[config.mk]
export PLATFORM = sky130hd
export DESIGN_NAME = wb_intercon
export DESIGN_NICKNAME = d
export VERILOG_FILES = /design/src/rtl/wb_intercon_pkg.sv /design/src/rtl/wb_rr_arb.sv /design/src/rtl/wb_intercon.sv
export SDC_FILE = /design/constraint.sdc
export NUM_CORES = 1
export LEC_CHECK = 0
export ABC_AREA = 0
export BUFFER_PORTS_ARGS = -buffer_cell sky130_fd_sc_hd__buf_4
export CAP_MARGIN = 30
export CORE_AREA = 8 8 215 217
export DETAILED_ROUTE_END_ITERATION = 10
export DIE_AREA = 0 0 223 225
export PLACE_DENSITY = 0.31
export SLEW_MARGIN = 20
export SYNTH_ARGS = -nofsm -noshare
export SYNTH_HDL_FRONTEND = slang
export SYNTH_SLANG_ARGS = --single-unit
[constraint.sdc]
create_clock -name wb_clk_i -period 2.35 [get_ports wb_clk_i]
set_input_delay 0.5875 -clock wb_clk_i [delete_from_list [all_inputs] [get_ports wb_clk_i]]
set_output_delay 0.5875 -clock wb_clk_i [all_outputs]
set_load 0.005 [all_outputs]
[src/rtl/wb_intercon_pkg.sv]
// Shared types and limits for the Wishbone shared-bus interconnect.
// No logic; arbiter state encoding, stall counter width and legal master/slave counts.
package wb_intercon_pkg;

    typedef enum logic [1:0] {
        ARB_IDLE  = 2'd0,
        ARB_OWN   = 2'd1,
        ARB_ABORT = 2'd2
    } arb_state_t;

    localparam int CNT_W  = 16;
    localparam int NM_MIN = 1;
    localparam int NM_MAX = 4;
    localparam int NS_MIN = 1;
    localparam int NS_MAX = 16;

    // Index width that stays at least one bit for single-entry buses.
    function automatic int idx_w(input int n);
        return (n > 1) ? $clog2(n) : 1;
    endfunction

endpackage

[src/rtl/wb_rr_arb.sv]
// Round-robin master arbiter: grant registered one cycle after load, cleared on clr.
// No backpressure; the last-owner register doubles as the current owner index.
module wb_rr_arb
    import wb_intercon_pkg::*;
#(
    parameter int NM = 2,
    parameter int IW = idx_w(NM)
) (
    input  logic          wb_clk_i,
    input  logic          wb_rstn_i,
    input  logic [NM-1:0] req,
    input  logic          load,
    input  logic          clr,
    output logic [NM-1:0] grant,
    output logic [IW-1:0] owner
);

    logic [IW-1:0] last;
    logic [IW-1:0] pick;
    logic          found;

    // Scan the furthest offset first so the nearest requester after last wins.
    always_comb begin
        pick  = last;
        found = 1'b0;
        for (int k = NM; k >= 1; k--) begin
            for (int i = 0; i < NM; i++) begin
                if (req[i] && (i == (int'(last) + k) % NM)) begin
                    pick  = IW'(i);
                    found = 1'b1;
                end
            end
        end
    end

    always_ff @(posedge wb_clk_i or negedge wb_rstn_i) begin
        if (!wb_rstn_i) begin
            grant <= '0;
            last  <= IW'(NM - 1);
        end else if (load && found) begin
            grant <= NM'(1) << pick;
            last  <= pick;
        end else if (clr) begin
            grant <= '0;
        end
    end

    assign owner = last;

endmodule

[src/rtl/wb_intercon.sv]
// Shared-bus Wishbone interconnect: round-robin masters, mask/base slave decode, stall timeout.
// Zero added latency once owned (one cycle to win the bus); unmapped and timed-out cycles end in a registered err.
module wb_intercon
    import wb_intercon_pkg::*;
#(
    parameter int               NM       = 2,
    parameter int               NS       = 9,
    parameter logic [NS*32-1:0] SLV_BASE = '0,
    parameter logic [NS*32-1:0] SLV_MASK = '0,
    parameter int               TIMEOUT  = 255
) (
    input  logic             wb_clk_i,
    input  logic             wb_rstn_i,
    input  logic [NM*32-1:0] m_adr_i,
    input  logic [NM*32-1:0] m_dat_i,
    input  logic [NM*4-1:0]  m_sel_i,
    input  logic [NM-1:0]    m_we_i,
    input  logic [NM-1:0]    m_stb_i,
    input  logic [NM-1:0]    m_cyc_i,
    output logic [31:0]      m_dat_o,
    output logic [NM-1:0]    m_ack_o,
    output logic [NM-1:0]    m_err_o,
    output logic [31:0]      s_adr_o,
    output logic [31:0]      s_dat_o,
    output logic [3:0]       s_sel_o,
    output logic             s_we_o,
    output logic [NS-1:0]    s_cyc_o,
    output logic [NS-1:0]    s_stb_o,
    input  logic [NS*32-1:0] s_dat_i,
    input  logic [NS-1:0]    s_ack_i,
    output logic [NM-1:0]    grant_o
);

    localparam int MW = idx_w(NM);
    localparam int SW = idx_w(NS);

    if (NM < NM_MIN || NM > NM_MAX) begin : g_bad_nm
        $error("wb_intercon: NM out of range");
    end
    if (NS < NS_MIN || NS > NS_MAX) begin : g_bad_ns
        $error("wb_intercon: NS out of range");
    end
    if (TIMEOUT < 2 || TIMEOUT > 65535) begin : g_bad_to
        $error("wb_intercon: TIMEOUT out of range");
    end

    arb_state_t       state;
    arb_state_t       state_nxt;
    logic             gnt_load;
    logic             gnt_clr;
    logic [NM-1:0]    grant;
    logic [MW-1:0]    own_idx;
    logic             has_owner;
    logic             own_cyc;
    logic             own_stb;
    logic [SW-1:0]    sel_idx;
    logic             hit;
    logic             bus_act;
    logic             sel_ack;
    logic             stall;
    logic             timeout;
    logic             unmapped;
    logic [CNT_W-1:0] stall_cnt;
    logic [NM-1:0]    err_q;

    wb_rr_arb #(
        .NM (NM),
        .IW (MW)
    ) u_arb (
        .wb_clk_i  (wb_clk_i),
        .wb_rstn_i (wb_rstn_i),
        .req       (m_cyc_i),
        .load      (gnt_load),
        .clr       (gnt_clr),
        .grant     (grant),
        .owner     (own_idx)
    );

    assign has_owner = |grant;
    assign grant_o   = grant;
    assign m_err_o   = err_q;

    always_comb begin
        s_adr_o = '0;
        s_dat_o = '0;
        s_sel_o = '0;
        s_we_o  = 1'b0;
        own_cyc = 1'b0;
        own_stb = 1'b0;
        if (has_owner) begin
            s_adr_o = m_adr_i[32*own_idx +: 32];
            s_dat_o = m_dat_i[32*own_idx +: 32];
            s_sel_o = m_sel_i[4*own_idx +: 4];
            s_we_o  = m_we_i[own_idx];
            own_cyc = m_cyc_i[own_idx];
            own_stb = m_stb_i[own_idx];
        end
    end

    // Descending scan leaves the lowest matching slave index selected.
    always_comb begin
        hit     = 1'b0;
        sel_idx = '0;
        for (int i = NS - 1; i >= 0; i--) begin
            if ((s_adr_o & SLV_MASK[32*i +: 32]) == SLV_BASE[32*i +: 32]) begin
                hit     = has_owner;
                sel_idx = SW'(i);
            end
        end
    end

    assign bus_act  = (state == ARB_OWN) && hit && own_cyc;
    assign sel_ack  = s_ack_i[sel_idx];
    assign stall    = bus_act && own_stb && !sel_ack;
    assign timeout  = stall && ((stall_cnt + CNT_W'(1)) == CNT_W'(TIMEOUT));
    // A pending err already terminates this strobe, so it must not re-arm.
    assign unmapped = (state == ARB_OWN) && has_owner && own_cyc && own_stb && !hit && !(|err_q);
    assign m_dat_o  = hit ? s_dat_i[32*sel_idx +: 32] : 32'h0;

    always_ff @(posedge wb_clk_i or negedge wb_rstn_i) begin
        if (!wb_rstn_i) begin
            state <= ARB_IDLE;
        end else begin
            state <= state_nxt;
        end
    end

    always_comb begin
        state_nxt = state;
        gnt_load  = 1'b0;
        gnt_clr   = 1'b0;
        case (state)
            ARB_IDLE: begin
                if (|m_cyc_i) begin
                    state_nxt = ARB_OWN;
                    gnt_load  = 1'b1;
                end
            end
            ARB_OWN: begin
                if (!own_cyc) begin
                    state_nxt = ARB_IDLE;
                    gnt_clr   = 1'b1;
                end else if (timeout) begin
                    state_nxt = ARB_ABORT;
                end
            end
            ARB_ABORT: begin
                if (!own_cyc) begin
                    state_nxt = ARB_IDLE;
                    gnt_clr   = 1'b1;
                end else if (!own_stb) begin
                    state_nxt = ARB_OWN;
                end
            end
            default: begin
                state_nxt = ARB_IDLE;
                gnt_clr   = 1'b1;
            end
        endcase
    end

    always_comb begin
        s_cyc_o = '0;
        s_stb_o = '0;
        m_ack_o = '0;
        if (bus_act) begin
            s_cyc_o[sel_idx] = 1'b1;
            s_stb_o[sel_idx] = own_stb;
            if (own_stb && sel_ack) begin
                m_ack_o = grant;
            end
        end
    end

    // Counter only runs on acked-less strobes in OWN; every other case clears it.
    always_ff @(posedge wb_clk_i or negedge wb_rstn_i) begin
        if (!wb_rstn_i) begin
            stall_cnt <= '0;
            err_q     <= '0;
        end else begin
            err_q <= (timeout || unmapped) ? grant : '0;
            if (stall && !timeout) begin
                stall_cnt <= stall_cnt + CNT_W'(1);
            end else begin
                stall_cnt <= '0;
            end
        end
    end

endmodule

==> results of run 1 <==
[worst max-delay path, cell delays in order, from the launching register on]
cell and delay, ns:
dfstp_4 0.69, buf_4 0.14, buf_12 0.14, mux2i_1 0.08, nor2_1 0.37, buf_4 0.22
[sequential cells by signal, summed over array words and instances, names as in the netlist]
name / flops
stall_cnt: 16
state: 2
m_err_o: 2
u_arb.owner: 1
u_arb.grant: 2
[power by group]
| group | leakage [nW] | switching, mW | internal [mW] | total (mW) |
|---|---|---|---|---|
| logic | 2.62 | 2.45 | 2.47 | 4.92 |
| registers | 0.314 | 0.0742 | 0.444 | 0.518 |
| clock network | 0.0382 | 0.143 | 0.232 | 0.375 |
[path summary, 6_finish.rpt]
check                                        startpoint                      end  slack, ns  cells past startpoint
worst max-delay path            u_arb.owner$_DFFE_PN1P_              s_dat_o[24]      -0.15                      5
worst min-delay path                          wb_rstn_i   stall_cnt[8]$_DFF_PN0_       0.23                      1
worst max register to register  u_arb.owner$_DFFE_PN1P_     state[0]$_DFFE_PN0P_       0.06                      8
worst min register to register   stall_cnt[0]$_DFF_PN0_   stall_cnt[0]$_DFF_PN0_       0.50                      1
max in group asynchronous                     wb_rstn_i  u_arb.owner$_DFFE_PN1P_       1.82                      1
min in group wb_clk_i            stall_cnt[0]$_DFF_PN0_   stall_cnt[0]$_DFF_PN0_       0.50                      1
[synth_stat cells (2+ instances only)]
master and count:
nand2_1 12, xnor2_1 8, a21oi_1 6, nand2b_1 3, buf_4 19, mux2i_1 73
nand4_1 6, nand3_1 6, dfrtp_1 22, nand3b_1 2, inv_1 3, mux2_2 2
nor2b_1 34, clkbuf_1 14, o21ai_0 3, ha_1 6, xor2_1 8, nor2_1 95
and2_1 3, buf_1 7, and3_1 7
[metrics by stage]
stage	worst slack, ns	cell area [sq um]
floorplan	0.0823	2850
global placement	-0.0767	5760
detailed placement	-0.0809	5760
CTS	-0.0911	6180
global route	-0.137	6270
finish	-0.154	6270
[area by class of cell]
class | count | area share, %
sequential | 23 | 9.25
tap | 546 | 10.9
multi-input combinational | 309 | 35.3
antenna | 1 | 0.0399
inverter | 3 | 0.179
timing repair buffer | 332 | 43.1
clock buffer | 4 | 1.26
[kinds of logic (layout without fill, tap and decap cells)]
logic type	count (synthesis)	count (layout)	share of synthesized area (%)
flops	23	23	20.6
compound gates	17	17	4.48
fa+ha+maj	6	6	2.69
mux	75	75	27.0
simple gates	179	179	31.6
other cells	1	17	0.134
buf+inv	44	339	8.51
xor+xnor	16	16	5.02
[cell usage in the layout, fill, tap and decap left out, drive strengths merged]
| cell | count |
|---|---|
| mux2i | 73 |
| a21boi | 1 |
| or3 | 1 |
| nor3 | 2 |
| nand3b | 2 |
| dfstp | 1 |
| o41ai | 1 |
| buf | 332 |
| ha | 6 |
| dfrtp | 22 |
| nor2b | 34 |
| o21ai | 4 |
| conb | 16 |
| a31o | 1 |
| nand2 | 12 |
| xor2 | 8 |
| clkbuf | 4 |
| a21oi | 6 |
| inv | 3 |
| o2111ai | 1 |
| o31ai | 1 |
| nand4b | 1 |
| and3 | 7 |
| and3b | 1 |
| or2 | 1 |
| o211a | 1 |
| a32o | 1 |
| mux2 | 2 |
| nand2b | 3 |
| nand4 | 7 |
| nand3 | 7 |
| xnor2 | 8 |
| nor2 | 95 |
| diode | 1 |
| and2 | 3 |
| nor4 | 2 |
| and4 | 1 |
[per-layer routing]
metal	part of all wire (%)	vias to the layer above	global-route usage, %
met5	0	-	0
met4	0.094	0	0.191
met3	14	4	5.26
met2	45	214	13.6
met1	41	1666	9.65
li1	-	1796	-
[timing repair]
| action | CTS | global route |
|---|---|---|
| buffers inserted | 8 | 3 |
| pin swaps | 6 | 6 |
| endpoints found under the setup margin | 73 | 83 |
| gates resized for setup | 37 | 18 |
| gates cloned | 5 | 0 |
==> reports/metrics.csv, run 1 <==
metric,value,unit
outcome,finished with violations,
failing checks,negative setup slack,
Max Fclk,399,MHz
Tcrit/Tclk final,107,%
Post-synth EDFFs,0,
ys flop type,dfrtp_1,
post-DP HPWL,19200,microns
first-pass GRT wire length,30500,microns
vias,3680,
Num CTS Buffers,3,
pin count of the biggest net entering global routing,52,
Gate Count Post-Synth,361,
sequential share of the synthesized area,20.6,%
final clock skew,0.00332,ns
Syn. warnings,0,
Lkg Pwr,2.97,nW
Tot Pwr,5.81,mW
leading area contributor after synthesis,mux2i_1,
total global routing overflow,0,
Util after Layout,14.7,%
vias in the first global route,4174,
Starting Density,6.54,%
Fillers,4898,
post-synth cell types,43,
synthesized flop and latch total,23,
maximum buffer depth of the clock tree,2,
Post-Syn Area,0.00279,sq mm
Synth area leaders,"mux2i_1 26%, dfrtp_1 20%, nor2_1 13%, nor2b_1 7.6%, buf_4 5.1%",
Worst IR Drop VDD,0.000299,V
area of the multi-input gates,0.00221,sq mm
Final Wtd Congestion,0.726,
WP data arrival,1.92,ns
Core Box Area,0.0427,sq mm
placement row count,76,
RSZ-0062 raised after global routing,yes,
chip width,223,microns
vias per cell,3.02,
IO Count,566,
GR Util All Layers,8.33,%
Placed Cells incl. Taps,1199,
CTS tree,built,
"Reg clk slew, reported paths",0.06,ns
WL/cell,18.4,microns
clock sinks,23,
cts hold-fix bufs,0,
Layout Cells excl Fill,1218,
Hold Slack,0.234,ns
Hold WC Path Type,input port to asynchronous set/reset pin,
Final Hold Viols,0,
Final Critical Period,2.50,ns
DRC,0,
Final nets,1119,
First DRT Iteration DRCs,138,
critical path class,register to primary output,
DRT Wirelength,22400,microns
"antenna viol nets, final",0,
Startpoint Class,register,
area of all sequential standard cells,581,sq um
layout cells sized above 1,55.7,%
post-synthesis async set-or-reset flop share,100,%
setup TNS,-1.01,ns
worst endpoint required time,1.76,ns
Mean Syn Cell Area,7.74,sq um
Power Dens Cells,927,mW/mm^2
CTS Root Cell,clkbuf_16,
PnR worst setup slack,-0.154,ns
crit end category,primary output,
Die Y,225,microns
die area,0.0502,sq mm
MaxCap Viol Count,0,
post-synth top area share,26.2,%
Area Growth Syn to Fin,125,%
H-tree levels,1,
IO Port Bufs,285,
Setup-failing EPs final,25,
worst skew pair latency,0.26,ns
TritonRoute pass-1 iters,4,
Final Max Slew Viols,0,
initial antenna violation count,2,
crit path max fanout,9,
No activity file was read; power rests on OpenSTA's default activity.
==> inputs of run 2 (changes only) <==
--- a/config.mk
+++ b/config.mk
@@ -8,11 +8,12 @@
 export ABC_AREA = 0
 export BUFFER_PORTS_ARGS = -buffer_cell sky130_fd_sc_hd__buf_4
 export CAP_MARGIN = 30
-export CORE_AREA = 8 8 215 217
+export CORE_AREA = 8 8 212 214
 export DETAILED_ROUTE_END_ITERATION = 10
-export DIE_AREA = 0 0 223 225
-export PLACE_DENSITY = 0.31
+export DIE_AREA = 0 0 220 222
+export PLACE_DENSITY = 0.32
 export SLEW_MARGIN = 20
 export SYNTH_ARGS = -nofsm -noshare
 export SYNTH_HDL_FRONTEND = slang
+export SYNTH_HIERARCHICAL = 1
 export SYNTH_SLANG_ARGS = --single-unit
==> run 2 against run 1 <==
Against the previous run:
- the flow still finishes with violations (negative setup slack)
- global-route usage shrank 0.27 points
- combinational power grew 2%
- count of clock-buffer cells in the layout is the same
- design area grew 7.3%
- die area shrank 2.7%
==> reports/metrics.csv, run 2 <==
metric,value,unit,change
Final Wtd Congestion,0.766,,+5.6%
PnR worst setup slack,-0.0861,ns,+0.0681 ns
IO Port Bufs,285,,unchanged
Worst IR Drop VDD,0.000369,V,+23%
Hold WC Path Type,input port to asynchronous set/reset pin,,
R2R setup slack,-0.06,ns,-0.12 ns
CTS Root Cell,clkbuf_16,,
Lkg Pwr,3.33,nW,+12%
initial antenna violation count,7,,+5
post-synthesis compound-gate area fraction,6.31,%,+1.8 points
mux cell area share after synthesis,24.9,%,-2.0 points
IO Count,566,,unchanged
Synth area leaders,"mux2i_1 25%, dfrtp_1 19%, nor2_1 11%, nor2b_1 7.8%, buf_4 4.9%",,
Tot Pwr,5.92,mW,+1.8%
synthesized flop and latch total,23,,unchanged
Fillers,4751,,-3.0%
"antenna viol nets, final",0,,unchanged
GRT met1 Usage,9.21,%,-0.43 points
area of the multi-input gates,0.00230,sq mm,+4.2%
CTS tree,built,,
Synth Area in Adders,2.60,%,-0.092 points
Layout Cells excl Fill,1263,,+3.7%
Post-Syn Area,0.00289,sq mm,+3.5%
"Reg clk slew, reported paths",0.07,ns,about the same
Post-synth EDFFs,0,,unchanged
GR Util All Layers,8.06,%,-0.27 points
ys flop type,dfrtp_1,,
Startpoint Class,register,,
RSZ-0062 raised after global routing,yes,,
vias in the first global route,4376,,+4.8%
H-tree levels,1,,unchanged
cts hold-fix bufs,0,,unchanged
Die Y,222,microns,-1.3%
worst skew pair latency,0.26,ns,about the same
clock sinks,23,,unchanged
Core Box Area,0.0415,sq mm,-2.9%
layout cells sized above 1,59.1,%,+3.4 points
leading area contributor after synthesis,mux2i_1,,
DRC,0,,unchanged
total global routing overflow,0,,unchanged
Final nets,1165,,+4.1%
MaxCap Viol Count,0,,unchanged
crit path max fanout,4,,-5
Reg2Reg Capture Point,state[1]$_DFFE_PN0P_,,
Gate Count Post-Synth,368,,+1.9%
WP data arrival,1.85,ns,-0.07 ns
Max Fclk,410,MHz,+2.8%
maximum buffer depth of the clock tree,2,,unchanged
post-synth cell types,54,,+26%
most flop-heavy register,stall_cnt,,
post-synthesis async set-or-reset flop share,100,%,unchanged
die area,0.0488,sq mm,-2.7%
most frequent cells in the layout,"347 x buf_4, 78 x nor2_1, 54 x mux2i_1",,
post-synth top area share,24.9,%,-1.2 points
placement row count,75,,-1.3%
chip width,220,microns,-1.3%
failing checks,negative setup slack,,
Setup-failing EPs final,56,,+120%
"most common cell after layout, fill and taps aside",buf_4,,
critical path class,register to primary output,,
Power Dens Cells,879,mW/mm^2,-5.2%
Final Hold Viols,0,,unchanged
crit end category,primary output,,
Simple-Gate Fraction of Synth Area,30.9,%,-0.69 points
commonest cells in the netlist,"81 x nor2_1, 72 x mux2i_1, 36 x nor2b_1, 22 x dfrtp_1, 20 x clkbuf_1",,
Syn. warnings,6,,+6
DRT Wirelength,21800,microns,-2.4%
dominant cell by count in the synthesized netlist,nor2_1,,
WL/cell,17.3,microns,-5.8%
final clock skew,0.00319,ns,-0.000136 ns
pin count of the biggest net entering global routing,62,,+19%
first-pass GRT wire length,29200,microns,-4.5%
Placed Cells incl. Taps,1223,,+2.0%
depth of the worst register-to-register path,9,,+1
Starting Density,6.97,%,+0.43 points
Mean Syn Cell Area,7.86,sq um,+1.6%
Final Critical Period,2.44,ns,-0.0681 ns
TritonRoute pass-1 iters,4,,unchanged
GRT Max-Usage Layer,met2,,
max reg flops,16,,unchanged
Post-Synth XOR/XNOR Area,5.45,%,+0.43 points
post-DP HPWL,18600,microns,-3.6%
worst endpoint required time,1.76,ns,about the same
sequential share of the synthesized area,19.9,%,-0.71 points
GR met3 Demand/Resource,4.15,%,-1.1 points
Tcrit/Tclk final,104,%,-2.9 points
Final Max Slew Viols,0,,unchanged
Area Growth Syn to Fin,133,%,
met2 usage,13.2,%,-0.45 points
Critical R2R Launch,u_arb/owner$_DFFE_PN1P_,,
area of all sequential standard cells,583,sq um,+0.43%
vias per cell,3.11,,+3.0%
vias,3931,,+6.8%
Num CTS Buffers,3,,unchanged
First DRT Iteration DRCs,103,,-25%
outcome,finished with violations,,
largest family of logic cells by synthesized area,simple AND/OR/NAND/NOR gates,,
==> run 2: stage by stage <==
| stage | TNS, ns | cell area (sq um) | util, % | hold WS [ns] | setup slack (ns) |
|---|---|---|---|---|---|
| CTS | -2.74 | 6360 | 15.3 | 0.235 | -0.113 |
| floorplan | -0.492 | 2980 | - | 0.292 | -0.114 |
| global route | -7.52 | 6720 | 16.2 | 0.242 | -0.182 |
| finish | -2.15 | 6730 | 16.2 | 0.215 | -0.0861 |
| detailed placement | -1.23 | 6010 | 14.5 | 0.521 | -0.204 |
| global placement | -1.03 | 6010 | 14.5 | 0.522 | -0.210 |
==> run 2: metal layers <==
metal  part of all wire [%]  routed length, microns
met1                     40                    8810
met2                     47                   10200
met3                     12                    2570
met4                    1.1                     232
met5                  0.060                      13
==> run 2: cells by family (layout without fill, tap and decap cells) <==
group                      count (synthesis)  count (layout)
muxes                                     72              72
adders and majority gates                  6               6
other                                      1              23
buffers and inverters                     52             386
xor gates and xnor gates                  18              18
AOI/OAI and AO/OA                         22              22
and+or+nand+nor                          174             174
DFF                                       23              23
==> run 2: timing repair <==
action | 4_1_cts | 5_1_grt
resized for setup | 36 | 32
setup buffers | 11 | 14
pin swaps | 8 | 5
setup endpoints to repair | 85 | 85
cloned | 0 | 5
==> run 2: where the power goes <==
part           internal (mW)  switching (mW)
Combinational           2.71            2.32
Sequential             0.444          0.0503
Clock                  0.232           0.157
Total                   3.39            2.53
==> run 2: worst max path at each step <==
stage	start	to	slack, ns	cells after the start
floorplan	stall_cnt[0]$_DFF_PN0_	state[1]$_DFFE_PN0P_	-0.11	8
global placement	u_arb/owner$_DFFE_PN1P_	s_we_o	-0.21	5
detailed placement	u_arb/owner$_DFFE_PN1P_	s_we_o	-0.20	5
CTS	u_arb/owner$_DFFE_PN1P_	s_adr_o[21]	-0.11	5
global route	u_arb/owner$_DFFE_PN1P_	s_dat_o[6]	-0.18	7
finish	u_arb/owner$_DFFE_PN1P_	s_dat_o[18]	-0.09	6
==> run 2: area by class of cell <==
| type | count | share of cell area (%) |
|---|---|---|
| antenna | 7 | 0.260 |
| clock buffer | 4 | 1.17 |
| inverter | 8 | 0.446 |
| multi-input combinational | 308 | 34.2 |
| sequential | 23 | 8.66 |
| tap | 539 | 10.0 |
| timing repair buffer | 374 | 45.2 |
==> run 2: critical path, cell delays in order (launching register included) <==
cell,delay (ns)
dfstp_4,0.66
buf_12,0.14
clkbuf_16,0.16
buf_4,0.12
mux2i_2,0.26
nor2_1,0.09
buf_4,0.14
